## src/rtl/mem_pc_redirect.sv

```systemverilog
// -----------------------------------------------------------------------------
// mem_pc_redirect
//
// Registered PC-redirect unit in the MEM stage. It picks the next PC from the
// resolved control-flow sources, holds it toward fetch with a valid/ready
// handshake, and then raises a wrong-path flush for FLUSH_CYC cycles.
// Source priority: jump-register > J-type jump > taken branch.
//
// Parameters:
//   ADDR_W     PC/data width (must be >= JIDX_W+2)
//   JIDX_W     J-type instruction index width
//   FLUSH_CYC  flush cycles after fetch accepts a redirect (1..15)
//
// Ports:
//   i_clk            clock, rising edge
//   i_rst_n          asynchronous active-low reset
//   i_valid          MEM-stage instruction is valid
//   i_pc4            PC+4 of the MEM-stage instruction
//   i_addr_branch    computed branch target
//   i_data_rs        rs value, used as the jr target
//   i_addr_JumpAddr  J-type instruction index
//   i_con_branch     branch resolved as taken
//   i_con_jump       J/JAL
//   i_con_jumpr      JR/JALR
//   i_fetch_ready    fetch accepts the redirect this cycle
//   o_redirect_valid redirect pending toward fetch
//   o_addr_JBpc      redirect target, stable while o_redirect_valid is high
//   o_flush          squash younger IF/ID/EX instructions
//   o_busy           unit is not idle
//   o_misalign       misaligned jr target seen (ARC_PCSEL_ALIGN_CHK_EN only)
//
// Build option:
//   ARC_PCSEL_ALIGN_CHK_EN  when defined, a winning jr with a misaligned target
//                           is rejected and reported on o_misalign; when
//                           undefined, the jr target is word-aligned by
//                           clearing its two low bits.
// -----------------------------------------------------------------------------
module mem_pc_redirect #(
  parameter int ADDR_W    = 32,
  parameter int JIDX_W    = 26,
  parameter int FLUSH_CYC = 3
) (
  input  logic              i_clk,
  input  logic              i_rst_n,
  input  logic              i_valid,
  input  logic [ADDR_W-1:0] i_pc4,
  input  logic [ADDR_W-1:0] i_addr_branch,
  input  logic [ADDR_W-1:0] i_data_rs,
  input  logic [JIDX_W-1:0] i_addr_JumpAddr,
  input  logic              i_con_branch,
  input  logic              i_con_jump,
  input  logic              i_con_jumpr,
  input  logic              i_fetch_ready,
  output logic              o_redirect_valid,
  output logic [ADDR_W-1:0] o_addr_JBpc,
  output logic              o_flush,
  output logic              o_busy
`ifdef ARC_PCSEL_ALIGN_CHK_EN
  ,
  output logic              o_misalign
`endif
);

  typedef enum logic [1:0] {
    IDLE  = 2'd0,
    HOLD  = 2'd1,
    FLUSH = 2'd2
  } state_e;

  localparam logic [3:0] FLUSH_LD = FLUSH_CYC[3:0];

  state_e            state_q, state_d;
  logic [ADDR_W-1:0] target_q, target_d;
  logic [3:0]        cnt_q, cnt_d;

  logic              req;
  logic              rejectJr;
  logic [ADDR_W-1:0] jumpTarget;
  logic [ADDR_W-1:0] jrTarget;
  logic [ADDR_W-1:0] selTarget;
  logic              unusedBits;

  assign req = i_valid & (i_con_jumpr | i_con_jump | i_con_branch);

  // J-type target keeps the PC region bits above the index field. When the
  // index field fills the whole PC there are no region bits left to keep.
  generate
    if (ADDR_W > JIDX_W + 2) begin : gen_region
      assign jumpTarget = {i_pc4[ADDR_W-1:JIDX_W+2], i_addr_JumpAddr, 2'b00};
    end else begin : gen_noregion
      assign jumpTarget = {i_addr_JumpAddr, 2'b00};
    end
  endgenerate

`ifdef ARC_PCSEL_ALIGN_CHK_EN
  logic misalign_q, misalign_d;

  // Misaligned jr targets are refused rather than silently fixed up.
  assign jrTarget   = i_data_rs;
  assign rejectJr   = i_con_jumpr & (|i_data_rs[1:0]);
  assign unusedBits = ^i_pc4[JIDX_W+1:0];
  assign o_misalign = misalign_q;
`else
  // Without the check, the jr target is forced onto a word boundary.
  assign jrTarget   = {i_data_rs[ADDR_W-1:2], 2'b00};
  assign rejectJr   = 1'b0;
  assign unusedBits = ^{i_pc4[JIDX_W+1:0], i_data_rs[1:0]};
`endif

  // Source priority mux: jr wins over jump, jump wins over branch.
  always_comb begin
    selTarget = i_addr_branch;
    if (i_con_jumpr) begin
      selTarget = jrTarget;
    end else if (i_con_jump) begin
      selTarget = jumpTarget;
    end
  end

  // Next-state logic. Requests are only looked at in IDLE; anything arriving
  // while holding or flushing belongs to the wrong path and is dropped.
  always_comb begin
    state_d  = state_q;
    target_d = target_q;
    cnt_d    = cnt_q;
`ifdef ARC_PCSEL_ALIGN_CHK_EN
    misalign_d = 1'b0;
`endif
    case (state_q)
      IDLE: begin
        if (req) begin
          if (rejectJr) begin
`ifdef ARC_PCSEL_ALIGN_CHK_EN
            misalign_d = 1'b1;
`endif
          end else begin
            target_d = selTarget;
            state_d  = HOLD;
          end
        end
      end
      HOLD: begin
        if (i_fetch_ready) begin
          cnt_d   = FLUSH_LD;
          state_d = FLUSH;
        end
      end
      FLUSH: begin
        // The count of 1 marks the last flush cycle.
        if (cnt_q <= 4'd1) begin
          cnt_d   = 4'd0;
          state_d = IDLE;
        end else begin
          cnt_d = cnt_q - 4'd1;
        end
      end
      default: begin
        state_d = IDLE;
        cnt_d   = 4'd0;
      end
    endcase
  end

  // State, held target and flush counter registers.
  always_ff @(posedge i_clk or negedge i_rst_n) begin
    if (!i_rst_n) begin
      state_q  <= IDLE;
      target_q <= '0;
      cnt_q    <= 4'd0;
`ifdef ARC_PCSEL_ALIGN_CHK_EN
      misalign_q <= 1'b0;
`endif
    end else begin
      state_q  <= state_d;
      target_q <= target_d;
      cnt_q    <= cnt_d;
`ifdef ARC_PCSEL_ALIGN_CHK_EN
      misalign_q <= misalign_d;
`endif
    end
  end

  assign o_redirect_valid = (state_q == HOLD);
  assign o_flush          = (state_q != IDLE);
  assign o_busy           = (state_q != IDLE);
  assign o_addr_JBpc      = target_q;

endmodule

```

## config.mk

```make
export PLATFORM = sky130hd
export DESIGN_NAME = mem_pc_redirect
export DESIGN_NICKNAME = d
export VERILOG_FILES = /design/src/rtl/mem_pc_redirect.sv
export SDC_FILE = /design/constraint.sdc
export NUM_CORES = 1
export LEC_CHECK = 0
export CORE_MARGIN = 3
export CORE_UTILIZATION = 31
export DETAILED_ROUTE_END_ITERATION = 6
export PLACE_DENSITY_LB_ADDON = 0.12
export SYNTH_ARGS = -nofsm -noshare
export SYNTH_HDL_FRONTEND = slang
export SYNTH_SLANG_ARGS = --single-unit
```

## constraint.sdc

```tcl
create_clock -name i_clk -period 1.6 [get_ports i_clk]
set_clock_uncertainty 0.1 [all_clocks]
set_input_delay 0.4 -clock i_clk [delete_from_list [all_inputs] [get_ports i_clk]]
set_output_delay 0.4 -clock i_clk [all_outputs]
set_load 0.1 [all_outputs]
```

After elaboration in Yosys (flattened, before gate mapping)
Cells that the tools add are included.

Bits in registers: 38. Input bits: 129. Output and inout bits: 35. Logic and storage cells: 28.

Add/subtract/negate cells: 1. $lt $le $gt $ge: 1. Equal/unequal tests: 5. Mux-type cells: 9. Bitwise gates (word level): 4. Reductions and logical operators: 5.

Operators with widths (count): $mux W32 (2); $pmux W4 S3 (1); $mux W4 (2); $mux W2 (3); $ne A2 B2 Y1 const B (3); $pmux W2 S3 (1); $le A4 B1 Y1 const B (1); $reduce_and A2 Y1 (2); $sub A4 B1 Y4 const B (1); $reduce_and A3 Y1 (1); $eq A2 B1 Y1 const B (1); $eq A2 B2 Y1 const B (1); $logic_not A2 Y1 (1); $or A1 B1 Y1 (2); $reduce_bool A2 Y1 (1); $and A1 B1 Y1 (1); $not A1 Y1 (1).

Depth between registers and ports, before layout
Word-level depth: 5. Mapped depth: 6. Gate-level depth less buffers: 6.

Worst setup path after synthesis
OpenSTA, ideal clock, no wires.

Path type: register to register. Start: register state_q[1]. End: register cnt_q[2]. Setup time: 122 ps. Arrival: 2091 ps. Required time: 1378 ps. Slack: -712 ps. Stages on the path, launching flop included: 7. Path buffers: 0. Clock period less this slack: 2312 ps. Cells stage by stage: dfrtp_1 -> inv_1 -> ha_1 -> nor2b_1 -> nor3_1 -> mux2_2 -> a32o_1.

Cells in the longest elaborated chain, start to end: 3. Elaborated cells on any way between the ends: 7. Classes of those cells: 3 x eq/ne; 1 x mux; 1 x bitwise; 2 x reduce/logical.

RTL lines: start: declaration (line 72) `state_e state_q, state_d;`; start signal: assignment (line 174) `state_q <= state_d;`; $eq A2 B1 Y1 (*); via o_redirect_valid (line 54) `output logic o_redirect_valid,`; $ne A2 B2 Y1 (no source line); $reduce_and A2 Y1 (no source line); end signal: assignment (line 176) `cnt_q <= cnt_d;`; end: declaration (line 74) `logic [3:0] cnt_q, cnt_d;`.

The timed path passes the listed nets; every way through them passes the cells marked *. A chain may end at the register's enable or synchronous reset.

Worst setup path after layout
Start: register state_q[1]. End: output o_busy.

Cells in the longest elaborated chain, start to end: 1.

RTL lines: $reduce_bool A2 Y1 (line 185) `assign o_busy = (state_q != IDLE);`; end: declaration (line 57) `output logic o_busy`.

No other way between the ends.

==> impl_results.md <==
- Status: finished with violations
- Failing checks: setup timing
- # fillers: between 500 and 600
- Finished Layout Cells: around 500
- CTS tree: done
- Final Routed Wirelength: approximately 6600 um
- I/O pin count: between 150 and 200
- Total GRT Usage: between 10% and 20%
- Row Count: 30
- Setup TNS: -688.2 ps
- Fin Hold WS: between 400 and 500 ps
- Worst hold start: o_addr_JBpc[30]
- Final net count: roughly 540
- Required time of the worst setup path: around 1100 ps
- Vias per inst: 4.599
- Startpoint types: register
- Share of the synthesized area in the top cell type: a little over two fifths
- Vias post-DR: approximately 2,300
- GP Congestion: just under 0.8
- #FFs+latches synth: 38
- Worst hold path type: reg -> reg
- Worst-Margin Slew: between 300 and 400 ps
- Synth Cell Area: ~2200 um^2
- Worst Hold Path Cells: 2
- Vias in the first global route: between 2,000 and 2,500
- Post-synth EDFFs: 0
- Final min period: between 1500 and 2000 ps
- Area grow syn2layout: 98.69%
- FF-to-FF Start: state_q[1]
- Buf/Inv on CP: 3
- Most frequent cells in the layout: clkdlybuf4s50_1, buf_12, dfrtp_1
- Overflow after GRT: 0
- Synthesized area per cell: 8.748 um^2
- Unrepaired setup endpoints after global routing: yes
- Synthesized instance count: around 250
- Worst setup margin: -187.5 ps
- Maximum fanout along the worst path: 3
- DIE HEIGHT: between 90 and 100 um
- Maximum clock rate: roughly 0.56 GHz
- # diodes: 0
- Synth Flop Type: dfrtp_1
- Die span in x: about 90 um
- Clk pin slew, worst setup/hold paths: roughly 80 ps
- FF-to-FF End: state_q[1]
- Clock tree sinks: 38
- Avg WL per Cell: about 13 um
- CTS buffer count: 5
- Post-Syn Nets: around 390
- Most common cell after layout, fill and taps aside: clkdlybuf4s50_1
- Max-cap violations: 0
- Starting density of the core: approximately a third
- WP data arrival: roughly 1300 ps
- DRC: 0
- Share of cells above drive strength 1: between 20% and 30%
- Largest net degree at the start of global routing: 39
- Final Hold Viols: 0
- Max incr delay on CP: slightly above 400 ps
- First-pass GRT wire length: between 10,000 and 15,000 um
- Setup Viol. Count Final: 5
- Slowest-stage cell, CP: dfrtp_1
- CTS root buf: clkbuf_8
- DP HPWL: 5120 um
- DR pass1 iterations: 4
- Final Cycle Share: 111.7%
- Ys async rst share: 100.0%
- Slew Limit Fails: 0
- Flop-to-flop setup slack: -80 ps
- Top post-synthesis cells by area: dfrtp_1, mux2i_1, a21oi_1
- Slew margin rel.: 77.39%
- Sequential cell area: between 900 and 1000 um^2
- Sequential area share after synthesis: 43.30%
- Worst setup EP type: output pin
- Unique cell type count in the Yosys netlist: 28
- CP Class: reg -> out
- Static leakage: about 1.9 nW
- Port buffer count: roughly 130
- CTS max path bufs: 2
- CTS H-tree lvls: 2
- Drt initial violations: 23
- Multi-input gate area: roughly 1200 um^2
- Synth warn: 0
- Die area: approximately 8100 um^2
- Delay-heaviest family, CP: buffers and inverters
- Core area: between 6000 and 7000 um^2
- Cells on worst reg2reg path: 8
- Synth area leader: dfrtp_1
- Cell breakdown of the critical path: inv_2 -> ha_4 -> clkinvlp_4 -> buf_12
- Antenna violations before repair: 1
- Hold EP: o_addr_JBpc[30]
- Post-layout util: a little under two thirds
- Pwr Density: roughly 2100 nW/um^2
- Post-DRT Antenna Nets: 0
- Cell Count Post-Placement: between 400 and 500
- Max VDD drop: slightly above 0.7 mV
- Worst skew pair latency: between 200 and 300 ps
## registers in the layout (all words and copies together), names as in the netlist
register / flops
cnt_q: 4
o_addr_JBpc: 32
state_q: 2
## worst max-delay path by stage
stage                  from               to  slack [ps]  cells past startpoint
6_report         state_q[1]           o_busy        -190                      4
5_1_grt          state_q[0]           o_busy        -220                      4
4_1_cts          state_q[0]           o_busy        -180                      4
3_5_place_dp   i_con_branch  o_addr_JBpc[20]        -240                      5
3_3_place_gp   i_con_branch   o_addr_JBpc[5]        -220                      5
2_1_floorplan    state_q[0]          o_flush        -380                      4
## where the power goes
part | leakage (nW) | internal [mW] | switching [mW]
logic | 1.38 | 2.48 | 4.03
clock network | 0.0482 | 0.348 | 0.333
registers | 0.482 | 1.36 | 0.421
total | 1.91 | 4.19 | 4.79
## worst reg2reg max path, delay by kind of cell, from the launching register on
family          cells  cell delay (ps)
buf+inv             4              530
flops               1              410
compound gates      3              370
fa+ha+maj           1              150
## timing repair
action / CTS / global route
endpoints found under the setup margin: 4 / 10
pin swaps: 1 / 9
gates resized for setup: 3 / 19
endpoints found under the hold margin: 38 / 0
hold buffers: 1 / 0
buffers inserted: 6 / 7
gates cloned: 0 / 0
## cell usage after synthesis, drive strengths merged (2+ instances only)
cell type	instances
dfrtp	38
nand2	36
a21oi	34
nor2	34
o21ai	32
mux2i	31
buf	14
inv	6
ha	5
clkbuf	4
a32o	2
nand3	2
nor3	2
o22ai	2
## routing by layer
layer / vias up / part of all wire, % / global-route usage (%)
met5: - / 0.11 / 0
li1: 1162 / - / -
met2: 81 / 52 / 28.38
met4: 2 / 1.2 / 4.592
met3: 9 / 7.6 / 5.523
met1: 1041 / 39 / 17.99
## cells by family after synthesis
| logic type | count (synthesis) | synth area share, % |
|---|---|---|
| AO/OA/AOI/OAI | 75 | 18.29 |
| adder cells (fa/ha/maj) | 5 | 2.849 |
| buffers and inverters | 24 | 6.382 |
| multiplexers | 32 | 14.64 |
| flip-flops | 38 | 43.30 |
| AND/OR/NAND/NOR | 77 | 14.53 |
## area by class of cell
class,count,area share [%]
clock buffer,7,1.979
clock inverter,1,0.1147
inverter,6,0.6022
multi-input combinational,189,27.79
sequential,38,21.82
tap,96,2.753
timing repair buffer,162,44.94
## through the flow
stage / worst slack (ps) / area [um^2] / total power [mW]
finish: -187.5 / 4363 / 8.980
global route: -223.5 / 4363 / 9.371
CTS: -181.4 / 4238 / 8.822
detailed placement: -236.4 / 4076 / 7.999
global placement: -224.1 / 4076 / 7.928
floorplan: -376.4 / 2237 / 5.578
No activity file was read; power rests on OpenSTA's default activity.
